File: config.mk
export PLATFORM = sky130hd
export DESIGN_NAME = sys_mem_arb_flat
export DESIGN_NICKNAME = d
export VERILOG_FILES = /design/src/rtl/sys_mem_arb_pkg.sv /design/src/rtl/sys_mem_arb_if.sv /design/src/rtl/sys_mem_arb_tag_fifo.sv /design/src/rtl/sys_mem_arb.sv /design/src/flat_wrapper.sv
export SDC_FILE = /design/constraint.sdc
export NUM_CORES = 1
export LEC_CHECK = 0
export CORE_AREA = 2 2 100 102
export DETAILED_ROUTE_END_ITERATION = 7
export DIE_AREA = 0 0 102 104
export PLACE_DENSITY = 0.71
export SLEW_MARGIN = 0
export SYNTH_ARGS = -nofsm -noshare
export SYNTH_HDL_FRONTEND = slang
export SYNTH_HIERARCHICAL = 1
export SYNTH_SLANG_ARGS = --single-unit
File: constraint.sdc
create_clock -name clk -period 2.8 [get_ports clk]
set_input_delay 0.28 -clock clk [delete_from_list [all_inputs] [get_ports clk]]
set_output_delay 0.28 -clock clk [all_outputs]
set_load 0.02 [all_outputs]
File: src/rtl/sys_mem_arb_pkg.sv
// rtl/sys_mem_arb_pkg.sv - shared types, default sizing and round-robin select for sys_mem_arb
package sys_mem_arb_pkg;
  localparam int NUM_AGENTS_DEF     = 2;
  localparam int SYS_MEM_DATA_W_DEF = 32;
  localparam int SYS_MEM_ADDR_W_DEF = 27;
  localparam int MAX_OUTST_RD_DEF   = 8;
  localparam int AGT_IDX_W          = $clog2(NUM_AGENTS_DEF);

  typedef logic [AGT_IDX_W-1:0] agt_idx_t;
  typedef enum logic {IDLE, BUSY} arb_state_t;

  // First set bit of elig at or after ptr, wrapping mod n (n <= 32).
  function automatic int rr_select(input logic [31:0] elig, input int ptr, input int n);
    int idx;
    rr_select = ptr;
    for (int k = n - 1; k >= 0; k--) begin
      idx = (ptr + k) % n;
      if (elig[idx[4:0]]) rr_select = idx;
    end
  endfunction
endpackage

File: src/rtl/sys_mem_arb_if.sv
// rtl/sys_mem_arb_if.sv - agent-side and controller-side bus bundle for sys_mem_arb
interface sys_mem_arb_if #(
  parameter int NUM_AGENTS     = 2,
  parameter int SYS_MEM_DATA_W = 32,
  parameter int SYS_MEM_ADDR_W = 27
);
  logic [NUM_AGENTS-1:0]                agt_wren;
  logic [NUM_AGENTS-1:0]                agt_rden;
  logic [NUM_AGENTS*SYS_MEM_ADDR_W-1:0] agt_addr;
  logic [NUM_AGENTS*SYS_MEM_DATA_W-1:0] agt_wdata;
  logic [NUM_AGENTS-1:0]                agt_wait;
  logic [NUM_AGENTS-1:0]                agt_rd_valid;
  logic [SYS_MEM_DATA_W-1:0]            agt_rdata;
  logic                                 mem_wait;
  logic                                 mem_wren;
  logic                                 mem_rden;
  logic [SYS_MEM_ADDR_W-1:0]            mem_addr;
  logic [SYS_MEM_DATA_W-1:0]            mem_wdata;
  logic                                 mem_rd_valid;
  logic [SYS_MEM_DATA_W-1:0]            mem_rdata;
  logic                                 rd_orphan_err;

  modport master (
    output agt_wren, agt_rden, agt_addr, agt_wdata, mem_wait, mem_rd_valid, mem_rdata,
    input  agt_wait, agt_rd_valid, agt_rdata, mem_wren, mem_rden, mem_addr, mem_wdata,
           rd_orphan_err
  );

  modport slave (
    input  agt_wren, agt_rden, agt_addr, agt_wdata, mem_wait, mem_rd_valid, mem_rdata,
    output agt_wait, agt_rd_valid, agt_rdata, mem_wren, mem_rden, mem_addr, mem_wdata,
           rd_orphan_err
  );
endinterface

File: src/rtl/sys_mem_arb_tag_fifo.sv
// rtl/sys_mem_arb_tag_fifo.sv - synchronous FIFO of agent tags for in-flight reads
module sys_mem_arb_tag_fifo #(
  parameter int W     = 1,
  parameter int DEPTH = 8
) (
  input  logic         clk,
  input  logic         rst_n,
  input  logic         push,
  input  logic [W-1:0] push_data,
  input  logic         pop,
  output logic [W-1:0] head,
  output logic         full,
  output logic         empty
);
  localparam int PW = $clog2(DEPTH);

  logic [W-1:0]  mem [DEPTH];
  logic [PW-1:0] wr_ptr, rd_ptr;
  logic [PW:0]   count;
  logic          do_push, do_pop;

  assign full    = (count == (PW+1)'(DEPTH));
  assign empty   = (count == '0);
  assign head    = mem[rd_ptr];
  assign do_push = push & ~full;
  assign do_pop  = pop & ~empty;

  always_ff @(posedge clk) begin
    if (do_push) mem[wr_ptr] <= push_data;
  end

  // Power-of-two depth lets the pointers wrap by plain overflow.
  always_ff @(posedge clk) begin
    if (!rst_n) begin
      wr_ptr <= '0;
      rd_ptr <= '0;
      count  <= '0;
    end else begin
      if (do_push) wr_ptr <= wr_ptr + 1'b1;
      if (do_pop)  rd_ptr <= rd_ptr + 1'b1;
      if (do_push && !do_pop)      count <= count + 1'b1;
      else if (do_pop && !do_push) count <= count - 1'b1;
    end
  end
endmodule

File: src/rtl/sys_mem_arb.sv
// rtl/sys_mem_arb.sv - round-robin arbiter of N agents onto one system-memory port with in-order read return
module sys_mem_arb
  import sys_mem_arb_pkg::*;
#(
  parameter int NUM_AGENTS     = NUM_AGENTS_DEF,
  parameter int SYS_MEM_DATA_W = SYS_MEM_DATA_W_DEF,
  parameter int SYS_MEM_ADDR_W = SYS_MEM_ADDR_W_DEF,
  parameter int MAX_OUTST_RD   = MAX_OUTST_RD_DEF
) (
  input logic         clk,
  input logic         rst_n,
  sys_mem_arb_if.slave bus
);
  localparam int IDX_W = $clog2(NUM_AGENTS);
  localparam int A_W   = SYS_MEM_ADDR_W;
  localparam int D_W   = SYS_MEM_DATA_W;

  arb_state_t            state_q, state_d;
  logic [IDX_W-1:0]      gnt_q, gnt_d, rr_q, rr_d, tag_head;
  logic [NUM_AGENTS-1:0] elig, wait_vec;
  logic                  req_wren, req_rden, accept, tag_push, tag_pop;
  logic                  tag_full, tag_empty, orphan_q;

  assign req_wren = bus.agt_wren[gnt_q];
  assign req_rden = bus.agt_rden[gnt_q];
  assign elig     = bus.agt_wren | (bus.agt_rden & {NUM_AGENTS{~tag_full}});
  assign accept   = (state_q == BUSY) && (req_wren || req_rden) && !bus.mem_wait;
  assign tag_push = accept && req_rden;
  assign tag_pop  = bus.mem_rd_valid && !tag_empty;

  always_comb begin
    state_d  = state_q;
    gnt_d    = gnt_q;
    rr_d     = rr_q;
    wait_vec = '1;
    case (state_q)
      IDLE: begin
        if (|elig) begin
          gnt_d   = IDX_W'(rr_select(32'(elig), int'(rr_q), NUM_AGENTS));
          state_d = BUSY;
        end
      end
      BUSY: begin
        wait_vec[gnt_q] = bus.mem_wait;
        if (accept) begin
          state_d = IDLE;
          rr_d    = (gnt_q == IDX_W'(NUM_AGENTS - 1)) ? '0 : gnt_q + 1'b1;
        end else if (!req_wren && !req_rden) begin
          // Abandoned request: release the grant without advancing fairness.
          state_d = IDLE;
        end
      end
      default: state_d = IDLE;
    endcase
  end

  always_ff @(posedge clk) begin
    if (!rst_n) begin
      state_q  <= IDLE;
      gnt_q    <= '0;
      rr_q     <= '0;
      orphan_q <= 1'b0;
    end else begin
      state_q <= state_d;
      gnt_q   <= gnt_d;
      rr_q    <= rr_d;
      if (bus.mem_rd_valid && tag_empty) orphan_q <= 1'b1;
    end
  end

  sys_mem_arb_tag_fifo #(
    .W     (IDX_W),
    .DEPTH (MAX_OUTST_RD)
  ) u_tag_fifo (
    .clk       (clk),
    .rst_n     (rst_n),
    .push      (tag_push),
    .push_data (gnt_q),
    .pop       (tag_pop),
    .head      (tag_head),
    .full      (tag_full),
    .empty     (tag_empty)
  );

  assign bus.mem_wren      = (state_q == BUSY) && req_wren;
  assign bus.mem_rden      = (state_q == BUSY) && req_rden;
  assign bus.mem_addr      = bus.agt_addr[gnt_q*A_W +: A_W];
  assign bus.mem_wdata     = bus.agt_wdata[gnt_q*D_W +: D_W];
  assign bus.agt_wait      = wait_vec;
  assign bus.agt_rd_valid  = tag_pop ? (NUM_AGENTS'(1) << tag_head) : '0;
  assign bus.agt_rdata     = bus.mem_rdata;
  assign bus.rd_orphan_err = orphan_q;
endmodule

File: src/flat_wrapper.sv
// flat-port wrapper written by rule: the top's interface ports become plain ports
module sys_mem_arb_flat import sys_mem_arb_pkg::*;
#(
  parameter int NUM_AGENTS     = NUM_AGENTS_DEF,
  parameter int SYS_MEM_DATA_W = SYS_MEM_DATA_W_DEF,
  parameter int SYS_MEM_ADDR_W = SYS_MEM_ADDR_W_DEF,
  parameter int MAX_OUTST_RD   = MAX_OUTST_RD_DEF
)
  (clk, rst_n, bus_agt_wren, bus_agt_rden, bus_agt_addr, bus_agt_wdata, bus_mem_wait, bus_mem_rd_valid, bus_mem_rdata, bus_agt_wait, bus_agt_rd_valid, bus_agt_rdata, bus_mem_wren, bus_mem_rden, bus_mem_addr, bus_mem_wdata, bus_rd_orphan_err);
  sys_mem_arb_if #(.NUM_AGENTS(NUM_AGENTS), .SYS_MEM_DATA_W(SYS_MEM_DATA_W), .SYS_MEM_ADDR_W(SYS_MEM_ADDR_W)) bus_i ();
  input logic clk;
  input logic rst_n;
  input wire logic [$bits(bus_i.agt_wren)-1:0] bus_agt_wren;
  input wire logic [$bits(bus_i.agt_rden)-1:0] bus_agt_rden;
  input wire logic [$bits(bus_i.agt_addr)-1:0] bus_agt_addr;
  input wire logic [$bits(bus_i.agt_wdata)-1:0] bus_agt_wdata;
  input wire logic [$bits(bus_i.mem_wait)-1:0] bus_mem_wait;
  input wire logic [$bits(bus_i.mem_rd_valid)-1:0] bus_mem_rd_valid;
  input wire logic [$bits(bus_i.mem_rdata)-1:0] bus_mem_rdata;
  output wire logic [$bits(bus_i.agt_wait)-1:0] bus_agt_wait;
  output wire logic [$bits(bus_i.agt_rd_valid)-1:0] bus_agt_rd_valid;
  output wire logic [$bits(bus_i.agt_rdata)-1:0] bus_agt_rdata;
  output wire logic [$bits(bus_i.mem_wren)-1:0] bus_mem_wren;
  output wire logic [$bits(bus_i.mem_rden)-1:0] bus_mem_rden;
  output wire logic [$bits(bus_i.mem_addr)-1:0] bus_mem_addr;
  output wire logic [$bits(bus_i.mem_wdata)-1:0] bus_mem_wdata;
  output wire logic [$bits(bus_i.rd_orphan_err)-1:0] bus_rd_orphan_err;
  assign bus_i.agt_wren = bus_agt_wren;
  assign bus_i.agt_rden = bus_agt_rden;
  assign bus_i.agt_addr = bus_agt_addr;
  assign bus_i.agt_wdata = bus_agt_wdata;
  assign bus_i.mem_wait = bus_mem_wait;
  assign bus_i.mem_rd_valid = bus_mem_rd_valid;
  assign bus_i.mem_rdata = bus_mem_rdata;
  assign bus_agt_wait = bus_i.agt_wait;
  assign bus_agt_rd_valid = bus_i.agt_rd_valid;
  assign bus_agt_rdata = bus_i.agt_rdata;
  assign bus_mem_wren = bus_i.mem_wren;
  assign bus_mem_rden = bus_i.mem_rden;
  assign bus_mem_addr = bus_i.mem_addr;
  assign bus_mem_wdata = bus_i.mem_wdata;
  assign bus_rd_orphan_err = bus_i.rd_orphan_err;
  sys_mem_arb #(.NUM_AGENTS(NUM_AGENTS), .SYS_MEM_DATA_W(SYS_MEM_DATA_W), .SYS_MEM_ADDR_W(SYS_MEM_ADDR_W), .MAX_OUTST_RD(MAX_OUTST_RD)) u_core (.clk(clk), .rst_n(rst_n), .bus(bus_i));
endmodule
# Word-level counts from Yosys, hierarchy flattened
# Memory sizes are Yosys's and may differ from the RTL's. A register that Yosys moved wholly into a read port is not among the register bits.
# Cells that the tools add are included.
[op_classes]
add_sub_neg = 6
mul = 1
magnitude_cmp = 4
n_eq_ne = 1
n_shift = 3
mux = 25
bitwise = 10
reduce_logical = 23
[op_table]
columns = ["operator", "count"]
rows = [
  ["indexed part select 64 x 7 -> 32 bit", 1],
  ["indexed part select 54 x 7 -> 27 bit", 1],
  ["two-way mux 1 bit", 16],
  ["logical AND 1 bit", 11],
  ["two-way mux 4 bit", 2],
  ["adder 3 x 1 -> 3 bit (second input constant)", 2],
  ["logical NOT 1 bit", 6],
  ["less-than comparator 1 x 6 -> 1 bit (second input constant)", 1],
  ["less-than comparator 5 x 6 -> 1 bit (second input constant)", 1],
  ["multiplier 1 x 5 -> 6 bit (second input constant)", 1],
  ["two-way mux 3 bit", 2],
  ["adder 4 x 1 -> 4 bit (second input constant)", 1],
  ["equality test 4 bit (second input constant)", 1],
  ["logical NOT 4 bit", 1],
  ["two-way mux 2 bit", 2],
  ["OR 2 bit", 2],
  ["AND reduction 2 bit", 2],
  ["subtractor 4 x 1 -> 4 bit (second input constant)", 1],
  ["inverter 1 bit", 3],
  ["adder 1 bit (second input constant)", 2],
  ["AND 1 bit", 2],
  ["AND 2 bit", 1],
  ["binary-select mux 1 bit (select 2 bit)", 1],
  ["less-than comparator 1 x 2 -> 1 bit (second input constant)", 1],
  ["other kinds (9)", 9],
]
[word_totals]
regBits = 14
ramBits = 8
mem_count = 1
[mem_list]
columns = ["memory", "words", "word_bits", "read_ports", "rd_clocked_by_memory_dff", "wr", "line", "source"]
rows = [
  ["u_core.u_tag_fifo.mem", 8, 1, 1, 1, 1, "sys_mem_arb_tag_fifo.sv:17", "logic [W-1:0] mem [DEPTH];"],
]

# Logic depth before layout (Yosys ltp)
[logic_depth]
word_depth = 11
ltp_mapped = 12

# Cells and area by module
# Netlist, hierarchy kept.
[modules_own_cells]
columns = ["mod", "n_inst", "cells_each", "area_per_inst_um2", "seq_area_each_um2"]
rows = [
  ["sys_mem_arb", 1, 131, 1208.7, 80.1],
  ["sys_mem_arb_tag_fifo", 1, 84, 987.2, 500.5],
]

# Worst setup path before layout
# OpenSTA, ideal clock, no wires.
[synth_timing]
kind = "reg2reg"
start = "register u_core.gnt_q"
end = "register u_core.u_tag_fifo.count[3]"
setup_time_ns = 0.072
arrival_time_ns = 2.435
path_slack_ns = 0.293
path_stages_with_launch = 13
n_path_buf = 1
period_less_slack_ns = 2.507
path_cell_list = "dfxtp_1 > buf_2 > mux2i_1 > nor3b_1 > nand2_4 > inv_1 > ha_1 > inv_1 > ha_1 > a21oi_1 > a211oi_1 > a31oi_1 > mux2i_1"
[synth_between]
elab_chain_len = 10
elab_cells_between_ends = 14
[synth_rtl]
columns = ["element", "line", "source"]
rows = [
  ["from (decl)", "sys_mem_arb.sv:19", "logic [IDX_W-1:0] gnt_q, gnt_d, rr_q, rr_d, tag_head;"],
  ["from (signal assigned)", "sys_mem_arb.sv:65", "gnt_q <= gnt_d;"],
  ["two-way mux 1 bit (on tied branches) (2 in series)", "sys_mem_arb.sv:24, sys_mem_arb.sv:25", ""],
  ["logical OR 1 bit", "sys_mem_arb.sv:27", "assign accept = (state_q == BUSY) && (req_wren || req_rden) && !bus.mem_wait;"],
  ["logical AND 1 bit (2 in series)", "sys_mem_arb.sv:27", ""],
  ["logical AND 1 bit (*)", "sys_mem_arb.sv:28", "assign tag_push = accept && req_rden;"],
  ["net u_core.tag_push", "sys_mem_arb.sv:21", "logic req_wren, req_rden, accept, tag_push, tag_pop;"],
  ["AND 1 bit (*)", "sys_mem_arb_tag_fifo.sv:25", "assign do_push = push & ~full;"],
  ["net u_core.u_tag_fifo.do_push", "sys_mem_arb_tag_fifo.sv:20", "logic do_push, do_pop;"],
  ["logical NOT 1 bit", "sys_mem_arb_tag_fifo.sv:42", "else if (do_pop && !do_push) count <= count - 1'b1;"],
  ["logical AND 1 bit", "sys_mem_arb_tag_fifo.sv:42", ""],
  ["nonzero test 2 bit (no line)", "n/a", ""],
  ["to (signal assigned)", "sys_mem_arb_tag_fifo.sv:41", "if (do_push && !do_pop) count <= count + 1'b1;"],
  ["to (signal assigned)", "sys_mem_arb_tag_fifo.sv:42", ""],
  ["to (decl)", "sys_mem_arb_tag_fifo.sv:19", "logic [PW:0] count;"],
]
# Mark *: on every way through the listed nets, which the timed path passes. The rest lies on a longest branch. The select of a mux whose other input is x is not followed.
# A chain may end at the register's enable or synchronous reset.

# Worst setup path after layout
[layout_timing]
start = "register u_core.u_tag_fifo.count[3]"
end = "register u_core.u_tag_fifo.count[3]"
[layout_between]
elab_cells_between_ends = 17
[layout_lines]
columns = ["element", "line", "source"]
rows = [
  ["equality test 4 bit (*)", "sys_mem_arb_tag_fifo.sv:22", "assign full = (count == (PW+1)'(DEPTH));"],
  ["inverter 1 bit (*)", "sys_mem_arb_tag_fifo.sv:25", ""],
  ["AND 1 bit (*)", "sys_mem_arb_tag_fifo.sv:25", ""],
  ["net u_core.u_tag_fifo.do_push", "sys_mem_arb_tag_fifo.sv:20", ""],
  ["logical NOT 1 bit", "sys_mem_arb_tag_fifo.sv:42", ""],
  ["logical AND 1 bit", "sys_mem_arb_tag_fifo.sv:42", ""],
  ["nonzero test 2 bit (no line)", "n/a", ""],
]
# Marked as above.

==> flow_summary.json <==
{
  "arrival_ps": 2770,
  "hold-path-cell-count": 2,
  "port_buffers": 191,
  "p_per_area_nw_per_um2": 471.0,
  "yosys.area.top_type": "mux2_2",
  "reg2reg_depth": 10,
  "finalClockSkew_ps": 3.123,
  "fillers": 936,
  "avgRoutedWirePerCell_um": 16.23,
  "worstPathRequired_ps": 3000,
  "ir_drop_v": 0.0002397,
  "path_max_fanout": 7,
  "post_cts_buffers": 0,
  "clkLatencyLatePin_ps": 260,
  "h-tree-depth": 1,
  "synth_edf_count": 8,
  "clk_pin_slew_worst_paths_ps": 80,
  "setup_viol": 0,
  "outcome": "finished clean",
  "die_h_um": 104,
  "path_class": "flip-flop to flip-flop",
  "drive_gt1_share_pct": 18.06,
  "start_util_pct": 23.00,
  "die-area_sq_um": 10610,
  "grtUsageTotal_pct": 14.06,
  "synth-seq-cells": 25,
  "holdPathEnd": "u_core/bus.rd_orphan_err$_SDFFE_PN0P_",
  "drc": 0,
  "synth_commonest_cells": "55 x mux2_2, 32 x buf_4, 17 x dfxtp_1",
  "p_clk_share_pct": 10.9,
  "switching_share_pct": 36.91,
  "ys_seq_area_share_pct": 26.44,
  "cts_tree": "yes",
  "critPathSlowestCell": "or4b_4",
  "synth_top_cells_by_area": "mux2_2 28%, dfxtp_1 15%, buf_4 11%, edfxtp_1 11%, mux2_1 3.1%",
  "reg2reg_setup_slack_ps": 230,
  "wl_mm": 8.182,
  "reg2reg_to": "u_core/u_tag_fifo/count[3]$_SDFFE_PN0P_",
  "crit_buf_inv": 2,
  "switching_power_w": 0.0007068,
  "cap_violations": 0,
  "min_period_ps": 2571,
  "syn_area_sq_um": 2196,
  "vias": 2196,
  "grt-ovfl-total": 0,
  "routed_via_density": 4.357,
  "core_sq_um": 9549,
  "cp_slowest_stage_delay_ps": 530,
  "drt-initial-drc-count": 68,
  "clockBufferDepth": 2,
  "max_slew_margin_pct": 64.89,
  "critPathLaunchType": "flip-flop",
  "yosysMostFrequentCell": "mux2_2",
  "synth_cells": 215,
  "gp_congestion": 0.8169,
  "cts_buffers": 3,
  "grt_pass1_wl_mm": 11.55,
  "grt_max_degree": 73,
  "crit_chain": "or4b_4 > nand2_4 > inv_1 > ha_1 > inv_1 > ha_1 > a21oi_1 > a211oi_1 > a31oi_1 > mux2i_1",
  "async_reset_ff_share_pct": 0,
  "fp.dieW_um": 102,
  "clockRootBuffer": "clkbuf_8",
  "rr_startpoint": "u_core/u_tag_fifo/count[3]$_SDFFE_PN0P_",
  "detail-route-antenna-nets": 0,
  "area_growth_pct": 85.19,
  "synth_nets": 379,
  "min_period_over_period_pct": 91.81,
  "yosys.area.top_type_share_pct": 28.21,
  "ys_warn_count": 6,
  "grt_pass1_vias": 2191,
  "tightestPinTransition_ps": 525.0,
  "pwr-share-seq_pct": 27.2,
  "row_count": 36,
  "startpoint": "u_core/u_tag_fifo/count[3]$_SDFFE_PN0P_",
  "min_from": "u_core/bus.rd_orphan_err$_SDFFE_PN0P_",
  "internal-power_w": 0.001208,
  "syn_avg_cell_area_sq_um": 10.21,
  "post-dp-hpwl_mm": 7.000,
  "drt_first_pass_iters": 4,
  "antenna_cells": 0,
  "critPathTopFamily": "simple AND/OR/NAND/NOR gates",
  "final_nets": 536,
  "hold_viol_final": 0,
  "max_freq_mhz": 389.0,
  "hold_path_class": "flip-flop to flip-flop",
  "antenna_found_initial": 0,
  "ys.flop_type": "dfxtp_1",
  "cts.sinks": 25,
  "ys_types": 37,
  "p_comb_share_pct": 61.8,
  "p_leak_nw": 1.474,
  "p_total_w": 0.001915,
  "endpoint_kind": "flip-flop",
  "ios": 256,
  "finalMaxSlewViolations": 0,
  "rsz0062_at_grt": "no",
  "setup_tns_ps": 0
}
power by group through the flow:
stage	Clock [W]	Sequential, W	Combinational [W]
after global placement	0	0.000520	0.00117
after CTS	0.000216	0.000519	0.00120
after floorplan	0	0.000518	0.000725
final	0.000209	0.000522	0.00118
after global routing	0.000234	0.000534	0.00127
after detailed placement	0	0.000526	0.00119
area by class of cell:
type | count | area, sq um | area share [%]
clock buffers | 4 | 45.04 | 1.108
multi-input cells | 144 | 1314 | 32.31
repair buffers | 193 | 1939 | 47.69
inverters | 5 | 18.77 | 0.4615
flip-flops and latches | 25 | 583.1 | 14.34
well taps | 133 | 166.4 | 4.092
cell families (layout without fill, tap and decap cells):
family,Yosys count,count (layout),synth area share (%)
adders and majority gates,6,6,3.761
muxes,68,68,35.61
AOI/OAI and AO/OA,12,12,4.559
xor gates and xnor gates,6,6,2.393
and+or+nand+nor,52,52,13.50
buffers and inverters,46,202,13.73
DFF,25,25,26.44
how the worst max path moves through the flow:
stage                                                         end  depth (start not counted)  slack [ps]
after floorplan           u_core/u_tag_fifo/count[3]$_SDFFE_PN0P_                         12         290
after global placement    u_core/u_tag_fifo/count[3]$_SDFFE_PN0P_                         13         120
after detailed placement  u_core/u_tag_fifo/count[3]$_SDFFE_PN0P_                         13          30
after CTS                 u_core/u_tag_fifo/count[3]$_SDFFE_PN0P_                         10         190
after global routing      u_core/u_tag_fifo/count[3]$_SDFFE_PN0P_                         10          20
final                     u_core/u_tag_fifo/count[3]$_SDFFE_PN0P_                         10         230
worst reg2reg max path: cells and delay by family, from the launching register on:
| family | cells | cell delay, ps |
|---|---|---|
| compound gates | 3 | 500 |
| fa+ha+maj | 2 | 500 |
| buf+inv | 2 | 220 |
| flops | 1 | 440 |
| mux | 1 | 210 |
| simple gates | 2 | 660 |
timing repair:
action                     4_1_cts  5_1_grt
gates resized for setup          0        1
setup endpoints to repair        0        1
hold buffers                     0        0
per-layer routing:
layer  up-vias  routed length [um]  GRT usage, %
met5         -                   0             0
met4         0                  72         2.286
met3         8                 747         3.562
met2       137                4117         25.38
met1      1004                3245         16.79
li1       1047                   -             -
stage by stage:
step | instance area [sq um] | utilization (%) | hold slack (ps) | worst slack (ps) | std cells
3_3_place_gp | 4020 | 42.10 | 478.8 | 120.4 | 500
3_5_place_dp | 4020 | 42.10 | 493.5 | 30.27 | 500
5_1_grt | 4066 | 42.58 | 550.1 | 22.95 | 504
4_1_cts | 4065 | 42.57 | 521.9 | 188.5 | 504
2_1_floorplan | 2196 | - | 408.2 | 293.2 | 215
6_report | 4066 | 42.58 | 507.3 | 229.4 | 504
cells in the final DEF, fill, tap and decap left out, drive strengths merged, types with 5 or more instances in the layout:
cell type and count:
clkdlybuf4s50 191, inv 5, nor2 9, mux2 61
xnor2 5, and2 8, mux2i 5, nand2 8
nand2b 5, ha 5, edfxtp 8, dfxtp 17
nor2b 8
No activity file was read; power rests on OpenSTA's default activity.
